[config.mk]
export PLATFORM = sky130hd
export DESIGN_NAME = obi_rr_arbiter
export DESIGN_NICKNAME = d
export VERILOG_FILES = /design/src/rtl/obi_pkg.sv /design/src/rtl/obi_id_fifo.sv /design/src/rtl/obi_rr_arbiter.sv
export SDC_FILE = /design/constraint.sdc
export NUM_CORES = 1
export LEC_CHECK = 0
export CORE_AREA = 4 4 106 108
export DETAILED_ROUTE_END_ITERATION = 7
export DIE_AREA = 0 0 110 112
export PLACE_DENSITY = 0.86
export SYNTH_ARGS = -nofsm -noshare
export SYNTH_HDL_FRONTEND = slang
export SYNTH_SLANG_ARGS = --single-unit
[constraint.sdc]
create_clock -name clk_i -period 3.45 [get_ports clk_i]
set_clock_uncertainty 0.1 [all_clocks]
set_input_delay 0.345 -clock clk_i [delete_from_list [all_inputs] [get_ports clk_i]]
set_output_delay 0.345 -clock clk_i [all_outputs]
set_load 0.02 [all_outputs]
[src/rtl/obi_pkg.sv]
`default_nettype none
// ============================================================================
// Module   : obi_pkg
// Brief    : Shared OBI widths and request/response bundles for the arbiter.
// Revision : 1.0 - initial release
// ============================================================================
package obi_pkg;

  localparam int OBI_AW  = 32;
  localparam int OBI_DW  = 32;
  localparam int OBI_BEW = 4;

  // Address-phase fields that travel from a master to the slave port.
  typedef struct packed {
    logic [OBI_AW-1:0]  addr;
    logic               we;
    logic [OBI_BEW-1:0] be;
    logic [OBI_DW-1:0]  wdata;
  } obi_req_t;

  // Response-phase payload returned by the slave.
  typedef struct packed {
    logic [OBI_DW-1:0] rdata;
  } obi_rsp_t;

endpackage : obi_pkg
`default_nettype wire

[src/rtl/obi_id_fifo.sv]
`default_nettype none
// ============================================================================
// Module   : obi_id_fifo
// Brief    : Small in-order FIFO holding the master index of every accepted
//            transaction so responses can be steered back to their owner.
// Revision : 1.0 - initial release
// ============================================================================
module obi_id_fifo #(
  parameter int DEPTH = 2,
  parameter int WIDTH = 1
) (
  input  logic             clk_i,
  input  logic             rst_ni,
  input  logic             push_i,
  input  logic [WIDTH-1:0] data_i,
  input  logic             pop_i,
  output logic             full_o,
  output logic             empty_o,
  output logic [WIDTH-1:0] head_o
);

  localparam int PW = (DEPTH > 1) ? $clog2(DEPTH) : 1;
  localparam int CW = $clog2(DEPTH) + 1;

  logic [WIDTH-1:0] mem_q [DEPTH];
  logic [PW-1:0]    wr_ptr_q, wr_ptr_d;
  logic [PW-1:0]    rd_ptr_q, rd_ptr_d;
  logic [CW-1:0]    count_q,  count_d;
  logic             w_do_push;
  logic             w_do_pop;

  assign full_o    = (count_q == CW'(DEPTH));
  assign empty_o   = (count_q == '0);
  assign head_o    = mem_q[rd_ptr_q];
  assign w_do_push = push_i && !full_o;
  assign w_do_pop  = pop_i && !empty_o;

  // Pointer/count next state; the last-slot compare equals natural wrap for
  // power-of-two depths and also keeps a depth-1 FIFO pinned at slot 0.
  always_comb begin
    wr_ptr_d = wr_ptr_q;
    rd_ptr_d = rd_ptr_q;
    count_d  = count_q;
    if (w_do_push) begin
      wr_ptr_d = (wr_ptr_q == PW'(DEPTH - 1)) ? '0 : wr_ptr_q + PW'(1);
    end
    if (w_do_pop) begin
      rd_ptr_d = (rd_ptr_q == PW'(DEPTH - 1)) ? '0 : rd_ptr_q + PW'(1);
    end
    if (w_do_push && !w_do_pop) begin
      count_d = count_q + CW'(1);
    end else if (w_do_pop && !w_do_push) begin
      count_d = count_q - CW'(1);
    end
  end

  // Pointer and occupancy registers, cleared immediately on reset.
  always_ff @(posedge clk_i or negedge rst_ni) begin
    if (!rst_ni) begin
      wr_ptr_q <= '0;
      rd_ptr_q <= '0;
      count_q  <= '0;
    end else begin
      wr_ptr_q <= wr_ptr_d;
      rd_ptr_q <= rd_ptr_d;
      count_q  <= count_d;
    end
  end

  // Storage needs no reset: a slot is only read after it has been written.
  always_ff @(posedge clk_i) begin
    if (w_do_push) begin
      mem_q[wr_ptr_q] <= data_i;
    end
  end

endmodule : obi_id_fifo
`default_nettype wire

[src/rtl/obi_rr_arbiter.sv]
`default_nettype none
// ============================================================================
// Module   : obi_rr_arbiter
// Brief    : Round-robin arbiter sharing one OBI slave port between several
//            OBI masters, with in-order response steering via an ID FIFO.
// Revision : 1.0 - initial release
// ============================================================================
module obi_rr_arbiter
  import obi_pkg::*;
#(
  parameter int NUM_MASTERS     = 2,
  parameter int MAX_OUTSTANDING = 2,
  parameter int IDW             = (NUM_MASTERS > 1) ? $clog2(NUM_MASTERS) : 1
) (
  input  logic                           clk_i,
  input  logic                           rst_ni,
  input  logic [NUM_MASTERS-1:0]         m_req_i,
  output logic [NUM_MASTERS-1:0]         m_gnt_o,
  input  logic [NUM_MASTERS*OBI_AW-1:0]  m_addr_i,
  input  logic [NUM_MASTERS-1:0]         m_we_i,
  input  logic [NUM_MASTERS*OBI_BEW-1:0] m_be_i,
  input  logic [NUM_MASTERS*OBI_DW-1:0]  m_wdata_i,
  output logic [NUM_MASTERS-1:0]         m_rvalid_o,
  output logic [OBI_DW-1:0]              m_rdata_o,
  output logic                           s_req_o,
  input  logic                           s_gnt_i,
  output logic [OBI_AW-1:0]              s_addr_o,
  output logic                           s_we_o,
  output logic [OBI_BEW-1:0]             s_be_o,
  output logic [OBI_DW-1:0]              s_wdata_o,
  input  logic                           s_rvalid_i,
  input  logic [OBI_DW-1:0]              s_rdata_i
);

  obi_req_t         w_req [NUM_MASTERS];
  obi_req_t         w_sel;
  obi_rsp_t         w_rsp;

  logic [IDW-1:0]   rr_ptr_q, rr_ptr_d;
  logic             lock_q, lock_d;
  logic [IDW-1:0]   locked_id_q, locked_id_d;

  logic [IDW-1:0]   w_rr_winner;
  logic             w_rr_found;
  logic [IDW-1:0]   w_winner;
  logic             w_lock_hold;
  logic             w_accept;
  logic             w_full;
  logic             w_empty;
  logic [IDW-1:0]   w_head;
  int               w_idx;

  // Unpack the flat per-master buses into request structs.
  for (genvar k = 0; k < NUM_MASTERS; k++) begin : g_unpack
    assign w_req[k].addr  = m_addr_i[OBI_AW*k +: OBI_AW];
    assign w_req[k].we    = m_we_i[k];
    assign w_req[k].be    = m_be_i[OBI_BEW*k +: OBI_BEW];
    assign w_req[k].wdata = m_wdata_i[OBI_DW*k +: OBI_DW];
  end

  // Round-robin search: first requester at or after rr_ptr, wrapping.
  always_comb begin
    w_rr_winner = rr_ptr_q;
    w_rr_found  = 1'b0;
    w_idx       = 0;
    for (int i = 0; i < NUM_MASTERS; i++) begin
      w_idx = (int'(rr_ptr_q) + i) % NUM_MASTERS;
      if (!w_rr_found && m_req_i[IDW'(w_idx)]) begin
        w_rr_winner = IDW'(w_idx);
        w_rr_found  = 1'b1;
      end
    end
  end

  // A stalled (requested but not granted) master keeps the port until it is
  // granted; if it illegally drops req the lock is ignored from that cycle.
  assign w_lock_hold = lock_q && m_req_i[locked_id_q];
  assign w_winner    = w_lock_hold ? locked_id_q : w_rr_winner;

  assign s_req_o  = (|m_req_i) && !w_full;
  assign w_accept = s_req_o && s_gnt_i;
  assign w_sel    = w_req[w_winner];

  // Address-phase mux with fields forced to zero while the port is idle.
  always_comb begin
    s_addr_o  = '0;
    s_we_o    = 1'b0;
    s_be_o    = '0;
    s_wdata_o = '0;
    if (s_req_o) begin
      s_addr_o  = w_sel.addr;
      s_we_o    = w_sel.we;
      s_be_o    = w_sel.be;
      s_wdata_o = w_sel.wdata;
    end
  end

  // Zero-latency grant passthrough to the winning master only.
  always_comb begin
    m_gnt_o = '0;
    if (w_accept) begin
      m_gnt_o[w_winner] = 1'b1;
    end
  end

  // Response steering to the oldest outstanding owner; stray rvalids dropped.
  always_comb begin
    m_rvalid_o = '0;
    if (s_rvalid_i && !w_empty) begin
      m_rvalid_o[w_head] = 1'b1;
    end
  end

  assign w_rsp.rdata = s_rdata_i;
  assign m_rdata_o   = w_rsp.rdata;

  // Next-state for the round-robin pointer and the stability lock.
  always_comb begin
    rr_ptr_d    = rr_ptr_q;
    lock_d      = s_req_o && !s_gnt_i;
    locked_id_d = locked_id_q;
    if (w_accept) begin
      rr_ptr_d = (w_winner == IDW'(NUM_MASTERS - 1)) ? '0 : w_winner + IDW'(1);
    end
    if (lock_d) begin
      locked_id_d = w_winner;
    end
  end

  // Arbitration state registers.
  always_ff @(posedge clk_i or negedge rst_ni) begin
    if (!rst_ni) begin
      rr_ptr_q    <= '0;
      lock_q      <= 1'b0;
      locked_id_q <= '0;
    end else begin
      rr_ptr_q    <= rr_ptr_d;
      lock_q      <= lock_d;
      locked_id_q <= locked_id_d;
    end
  end

  obi_id_fifo #(
    .DEPTH (MAX_OUTSTANDING),
    .WIDTH (IDW)
  ) u_id_fifo (
    .clk_i   (clk_i),
    .rst_ni  (rst_ni),
    .push_i  (w_accept),
    .data_i  (w_winner),
    .pop_i   (s_rvalid_i),
    .full_o  (w_full),
    .empty_o (w_empty),
    .head_o  (w_head)
  );

`ifdef OBI_RR_ARBITER_CHECKS
  // Protocol checks: a locked master must hold req, and the slave must not
  // answer when nothing is outstanding.
  always @(posedge clk_i) begin
    if (rst_ni) begin
      assert (!(lock_q && !m_req_i[locked_id_q]))
        else $warning("obi_rr_arbiter: locked master dropped req");
      assert (!(s_rvalid_i && w_empty))
        else $warning("obi_rr_arbiter: rvalid with no outstanding transaction");
    end
  end
`endif

endmodule : obi_rr_arbiter
`default_nettype wire

==> out/qor.yml, run 1 <==
routing:
  final_antenna_net_count: 0
  post-route-drc-count: 0
  wl_per_cell_um: 20.3
  drt-total-wl_um: 12500
  drtPass1Iterations: 6
  drtIter0Drc: 267
  via_per_inst: 6.08
  vias: 3733
yosys:
  avgSynthCellArea_um2: 8.49
  synth_area_mm2: 0.00296
  synth_mux_area_share_pct: 24.0
  async_flop_share_pct: 77.8
  synth_nets: 526
  synthTopCellsByArea: "o221ai_1 (41%), mux2i_1 (24%), buf_4 (8.4%), dfrtp_1 (5.9%), clkbuf_1 (5.8%)"
  synth-simple-area-share_pct: 1.73
  synth_area_leader_cell: "o221ai_1"
  synth_edf_count: 2
  synth-adder-area-share_pct: 0.422
  synth_seq_area_share_pct: 7.94
  ys.flop_type: "dfrtp_1"
  synth_top_area_share_pct: 41.1
  ys_ff_latch: 9
  syn_inst: 349
  synth_compound_area_share_pct: 42.6
  ys_types: 25
  synthXorXnorAreaFrac_pct: 1.48
  yosys_warnings: 0
  synth_top_family_by_area: "compound AO/OA/AOI/OAI gates"
  yosysMostFrequentCell: "o221ai_1"
  synth_common_cells: "o221ai_1 (139), mux2i_1 (70), clkbuf_1 (46)"
global_routing:
  grtUsageMet1_pct: 21.2
  met2_usage_pct: 32.1
  grtUsageTotal_pct: 18.0
  grt_max_degree: 70
  antenna_found_initial: 0
  grt_util_met3_pct: 2.96
  busiest_layer: "met2"
  gr-total-overflow: 0
  grt_pass1_vias: 3629
  grt_first_pass_wirelength_um: 18300
timing:
  max_freq_mhz: 342
  fin_crit_sh_pct: 84.6
  rsz0062_at_grt: "no"
  hold_viol: 0
  worst_slew_pin_slew_ns: 0.664
  final.min_clock_period_ns: 2.92
  max_slew_margin_pct: 55.8
  setup_viol: 0
  finalSetupTns_ns: 0
  final-max-slew-violation-count: 0
floorplanning:
  pin_count: 282
  die_h_um: 112
  initial_core_util_pct: 29.0
  die_w_um: 110
  core-area_mm2: 0.0102
  rows: 37
  dieArea_mm2: 0.0123
cts:
  cts_tree: "yes"
  clockBufferDepth: 2
  postCtsHoldBufs: 0
  clock_sinks: 9
  clk_latency_ns: 0.23
  clockRootBuffer: "clkbuf_8"
  numCtsBuffers: 3
  cts_max_level: 1
  cts_resized: 0
  post_cts_buffers: 0
  clk_pin_slew_worst_paths_ns: 0.04
final_layout:
  fin_nets: 656
  multiInputGateArea_mm2: 0.00208
  seqCellArea_um2: 239
  fin_util_pct: 47.7
  area_delta_synth_final_pct: 64.6
  final_area_mm2: 0.00488
  diodes: 0
  drive_gt1_share_pct: 4.18
  n_fill_cell: 947
setup_path:
  cp.arrival_ns: 2.47
  worst_ep_required_time_ns: 3.00
  path_class: "reg -> out"
  r2r_end: "u_id_fifo.count_q[1]$_DFFE_PN0P_"
  cp_slowest_cell: "dfrtp_4"
  timing.rr.start: "u_id_fifo.count_q[0]$_DFFE_PN0P_"
  path_cells: "buf_4, o221ai_1, mux2i_1, clkdlybuf4s50_1"
  max_stage_delay_ns: 0.81
  cp_max_fo: 56
  r2r_cells: 6
  regToRegSetupSlack_ns: 1.27
  start_kind: "flop"
  cp-end-kind: "primary output"
place:
  placement.io_buffers: 217
  dpl-instance-area_mm2: 0.00483
  dp_hpwl_um: 8880
  place.gp.congestion: 0.806
pwr:
  p_total_w: 0.00385
  powerDensity_mw_per_mm2: 790
  power.leakage_nw: 1.68
  peakVddDrop_mv: 0.342
flow_run:
  maxCapViolCount: 0
run_status:
  status: "completed"
worst_hold_path:
  hold_class: "in -> async"
## sequential cells by signal, indices dropped and copies added, names as in the netlist
| register | flops |
|---|---|
| u_id_fifo.count_q | 2 |
| rr_ptr_q | 1 |
| u_id_fifo.mem_q | 2 |
| u_id_fifo.wr_ptr_q | 1 |
| u_id_fifo.rd_ptr_q | 1 |
| lock_q | 1 |
| locked_id_q | 1 |
## routing by layer
metal	vias up	wire [um]
li1	1710	-
met1	1815	4900
met2	163	6270
met3	45	959
met4	0	353
met5	-	0
## where the power goes
| part | switching (W) | leakage, nW | internal, W | total [W] |
|---|---|---|---|---|
| clock | 0.0000418 | 0.0228 | 0.0000805 | 0.000122 |
| combinational | 0.00182 | 1.56 | 0.00161 | 0.00343 |
| sequential | 0.000134 | 0.101 | 0.000165 | 0.000299 |
## worst max-delay path by stage
| stage | start | end | slack (ns) | cells after the start |
|---|---|---|---|---|
| floorplan | m_req_i[1] | s_addr_o[0] | 1.37 | 6 |
| global placement | m_req_i[1] | s_addr_o[0] | 0.66 | 6 |
| detailed placement | m_req_i[1] | s_wdata_o[28] | 0.59 | 5 |
| CTS | u_id_fifo.count_q[0]$_DFFE_PN0P_ | s_be_o[3] | 0.53 | 4 |
| global route | u_id_fifo.count_q[1]$_DFFE_PN0P_ | s_addr_o[0] | 0.41 | 5 |
| finish | u_id_fifo.count_q[0]$_DFFE_PN0P_ | s_be_o[3] | 0.53 | 4 |
## worst max-delay path, delay by kind of cell (launching register included)
| family | cells | cell delay [ns] |
|---|---|---|
| AO/OA/AOI/OAI | 1 | 0.18 |
| multiplexers | 1 | 0.24 |
| flip-flops | 1 | 0.81 |
| buffers and inverters | 2 | 1.00 |
## placed cells by master (no fill, tap or decap)
master | synthesis | layout
xnor2_1 | 4 | 4
o31ai_1 | 2 | 2
mux2_2 | 1 | 1
o221ai_1 | 139 | 139
clkbuf_1 | 46 | 1
nor2b_1 | 3 | 3
dfrtp_4 | 0 | 1
o21ai_0 | 1 | 1
buf_12 | 6 | 6
and3_1 | 1 | 1
a21o_1 | 1 | 1
mux2i_1 | 70 | 70
clkbuf_8 | 0 | 3
nand2_1 | 1 | 1
dfrtp_1 | 7 | 6
a22oi_2 | 1 | 1
xor2_1 | 1 | 1
edfxtp_1 | 2 | 2
o22ai_1 | 1 | 1
clkdlybuf4s50_1 | 0 | 215
inv_4 | 0 | 1
inv_1 | 3 | 3
ha_1 | 1 | 1
nor2_1 | 6 | 6
buf_4 | 33 | 7
## layout make-up
class / count / share of cell area (%)
repair buffers: 228 / 47.6
multi-input cells: 233 / 42.7
flip-flops and latches: 9 / 4.90
well taps: 136 / 3.49
inverters: 4 / 0.359
clock buffers: 4 / 0.923
## per-stage QoR
step | hold WS, ns | setup WS, ns | cells
final | 0.269 | 0.530 | 614
after floorplan | -0.0506 | 1.37 | 349
after CTS | 0.275 | 0.525 | 614
after global placement | 0.376 | 0.663 | 610
after detailed placement | 0.395 | 0.594 | 610
after global routing | 0.288 | 0.409 | 614
## cells by family after synthesis
family,count (synthesis)
flip-flops,9
XOR/XNOR,5
adder cells (fa/ha/maj),1
AND/OR/NAND/NOR,11
buffers and inverters,107
multiplexers,71
AO/OA/AOI/OAI,145
No activity file was read; power rests on OpenSTA's default activity.
==> run 2: changes to the inputs <==
--- a/config.mk
+++ b/config.mk
@@ -5,10 +5,10 @@
 export SDC_FILE = /design/constraint.sdc
 export NUM_CORES = 1
 export LEC_CHECK = 0
-export CORE_AREA = 4 4 106 108
+export CORE_MARGIN = 4
+export CORE_UTILIZATION = 28
 export DETAILED_ROUTE_END_ITERATION = 7
-export DIE_AREA = 0 0 110 112
-export PLACE_DENSITY = 0.86
+export PLACE_DENSITY = 0.88
 export SYNTH_ARGS = -nofsm -noshare
 export SYNTH_HDL_FRONTEND = slang
 export SYNTH_SLANG_ARGS = --single-unit
==> constraint.sdc (replaced) <==
create_clock -name clk_i -period 2.57 [get_ports clk_i]
set_clock_uncertainty 0.1 [all_clocks]
set_input_delay 0.257 -clock clk_i [delete_from_list [all_inputs] [get_ports clk_i]]
set_output_delay 0.257 -clock clk_i [all_outputs]
set_load 0.02 [all_outputs]
==> out/qor.yml, run 2 (synthesized netlist as in run 1, its figures left out) <==
routing:
  drtIter0Drc: 490
  drt-total-wl_um: 12300
  post-route-drc-count: 0
  vias: 3770
  drtPass1Iterations: 4
  final_antenna_net_count: 0
  wl_per_cell_um: 19.8
  via_per_inst: 6.05
floorplanning:
  dieArea_mm2: 0.0123
  pin_count: 282
  die_w_um: 111
  core-area_mm2: 0.0103
  die_h_um: 111
  rows: 37
  initial_core_util_pct: 28.7
final_layout:
  fin_nets: 665
  drive_gt1_share_pct: 5.95
  diodes: 0
  final_cell_mix: "clkdlybuf4s50_1 (147), o221ai_1 (139), mux2i_1 (70)"
  top_regs: "u_id_fifo.count_q: 2 flops, u_id_fifo.mem_q: 2 flops"
  fin_util_pct: 48.5
  finalNonFillerCells: 623
  area_delta_synth_final_pct: 68.8
  layout_commonest_cell: "clkdlybuf4s50_1"
global_routing:
  grtUsageTotal_pct: 18.0
  antenna_found_initial: 0
  grt_first_pass_wirelength_um: 18900
  gr-total-overflow: 0
  grt_pass1_vias: 3588
  grt_max_degree: 142
place:
  dp_hpwl_um: 8850
  place.gp.congestion: 0.897
  placement.io_buffers: 217
  dpl.cell_count: 617
timing:
  max_slew_margin_pct: 58.3
  setup_viol: 0
  fin_crit_sh_pct: 97.3
  final-max-slew-violation-count: 0
  rsz0062_at_grt: "no"
  whs_ns: 0.181
  hold_viol: 0
  final.min_clock_period_ns: 2.50
  finalSetupTns_ns: 0
  max_freq_mhz: 400
  worst_slew_pin_slew_ns: 0.626
setup_path:
  max_stage_delay_ns: 0.64
  cp_max_fo: 21
  path_class: "reg -> out"
  r2r_end: "u_id_fifo.count_q[1]$_DFFE_PN0P_"
  cp.arrival_ns: 2.14
  cp_slowest_cell: "clkdlybuf4s50_1"
  r2r_cells: 9
  cp_top_family: "buffers and inverters"
  crit_start: "rr_ptr_q$_DFFE_PN0N_"
  start_kind: "flop"
  cp-end-kind: "primary output"
  worst-path-stages: 5
  worst-path-buf-inv: 2
  regToRegSetupSlack_ns: 0.47
  timing.rr.start: "u_id_fifo.count_q[1]$_DFFE_PN0P_"
  worst_ep_required_time_ns: 2.21
  path_cells: "a21o_1, a22oi_2, buf_12, mux2i_1, clkdlybuf4s50_1"
pwr:
  clock_power_share_pct: 3.3
  p_sw_w: 0.00270
  p_seq_share_pct: 5.9
  internal_power_w: 0.00237
  power.leakage_nw: 2.14
  powerDensity_mw_per_mm2: 1010
  peakVddDrop_mv: 0.448
  swShare_pct: 53.2
  combPwrFrac_pct: 90.8
cts:
  cts_max_level: 1
  clockRootBuffer: "clkbuf_8"
  clock_sinks: 9
  clockBufferDepth: 2
  numCtsBuffers: 3
  cts_tree: "yes"
  clk_pin_slew_worst_paths_ns: 0.05
  clk_latency_ns: 0.24
worst_hold_path:
  hold_class: "in -> async"
flow_run:
  maxCapViolCount: 0
run_status:
  status: "completed"
==> run 2: cell count changes in the layout (fill, tap and decap cells not counted), moves of 4 or more <==
| cell | before | now |
|---|---|---|
| dlygate4sd2_1 | 0 | 50 |
| clkdlybuf4s50_1 | 215 | 147 |
| dlymetal6s2s_1 | 0 | 18 |
| buf_4 | 7 | 11 |
| buf_12 | 6 | 10 |
==> run 2: metrics by stage <==
step | total power (W) | cell area, um2 | setup slack, ns
after floorplan | 0.00346 | 2960 | 0.662
after global placement | 0.00500 | 4940 | 0.108
after detailed placement | 0.00513 | 4940 | 0.112
after CTS | 0.00512 | 4960 | 0.0135
after global routing | 0.00538 | 5000 | 0.000726
final | 0.00507 | 5000 | 0.0690
==> run 2: worst max-delay path by stage <==
stage          slack, ns             to
4_1_cts             0.01  s_wdata_o[27]
6_report            0.07  s_wdata_o[12]
5_1_grt           0.0007    s_addr_o[1]
2_1_floorplan       0.66    s_addr_o[0]
3_5_place_dp        0.11      s_be_o[2]
3_3_place_gp        0.11      s_be_o[2]
==> run 2: final cells by class <==
type / instances / area, um2
fillers: 999 / 5320
repair buffers: 237 / 2440
multi-input cells: 233 / 2080
flip-flops and latches: 9 / 239
well taps: 136 / 170
clock buffers: 4 / 45.0
inverters: 4 / 22.5
==> run 2: timing repair <==
item                                    in CTS  in global routing
endpoints found under the setup margin      69                 19
gates cloned                                 1                  0
pin swaps                                    1                  0
hold buffers                                 0                  0
setup buffers                                1                  0
resized for setup                           52                 20
==> run 2: metal layers <==
layer | GRT usage, % | wire (um)
met2 | 32.2 | 6200
met3 | 4.26 | 909
met5 | 0 | 0
met4 | 6.16 | 380
met1 | 21.0 | 4840
==> run 2: power by group through the flow <==
stage | Clock (W) | Combinational (W) | Sequential, W
after CTS | 0.000170 | 0.00466 | 0.000294
after detailed placement | 0 | 0.00484 | 0.000293
after floorplan | 0 | 0.00321 | 0.000249
final | 0.000170 | 0.00460 | 0.000297
after global routing | 0.000181 | 0.00489 | 0.000304
after global placement | 0 | 0.00471 | 0.000288
==> run 3: changes to the inputs <==
--- a/config.mk
+++ b/config.mk
@@ -9,6 +9,7 @@
 export CORE_UTILIZATION = 28
 export DETAILED_ROUTE_END_ITERATION = 7
 export PLACE_DENSITY = 0.88
+export SLEW_MARGIN = 20
 export SYNTH_ARGS = -nofsm -noshare
 export SYNTH_HDL_FRONTEND = slang
 export SYNTH_SLANG_ARGS = --single-unit
==> results of run 3 <==
No change in the layout: final DEF, timing and power equal those of run 2.
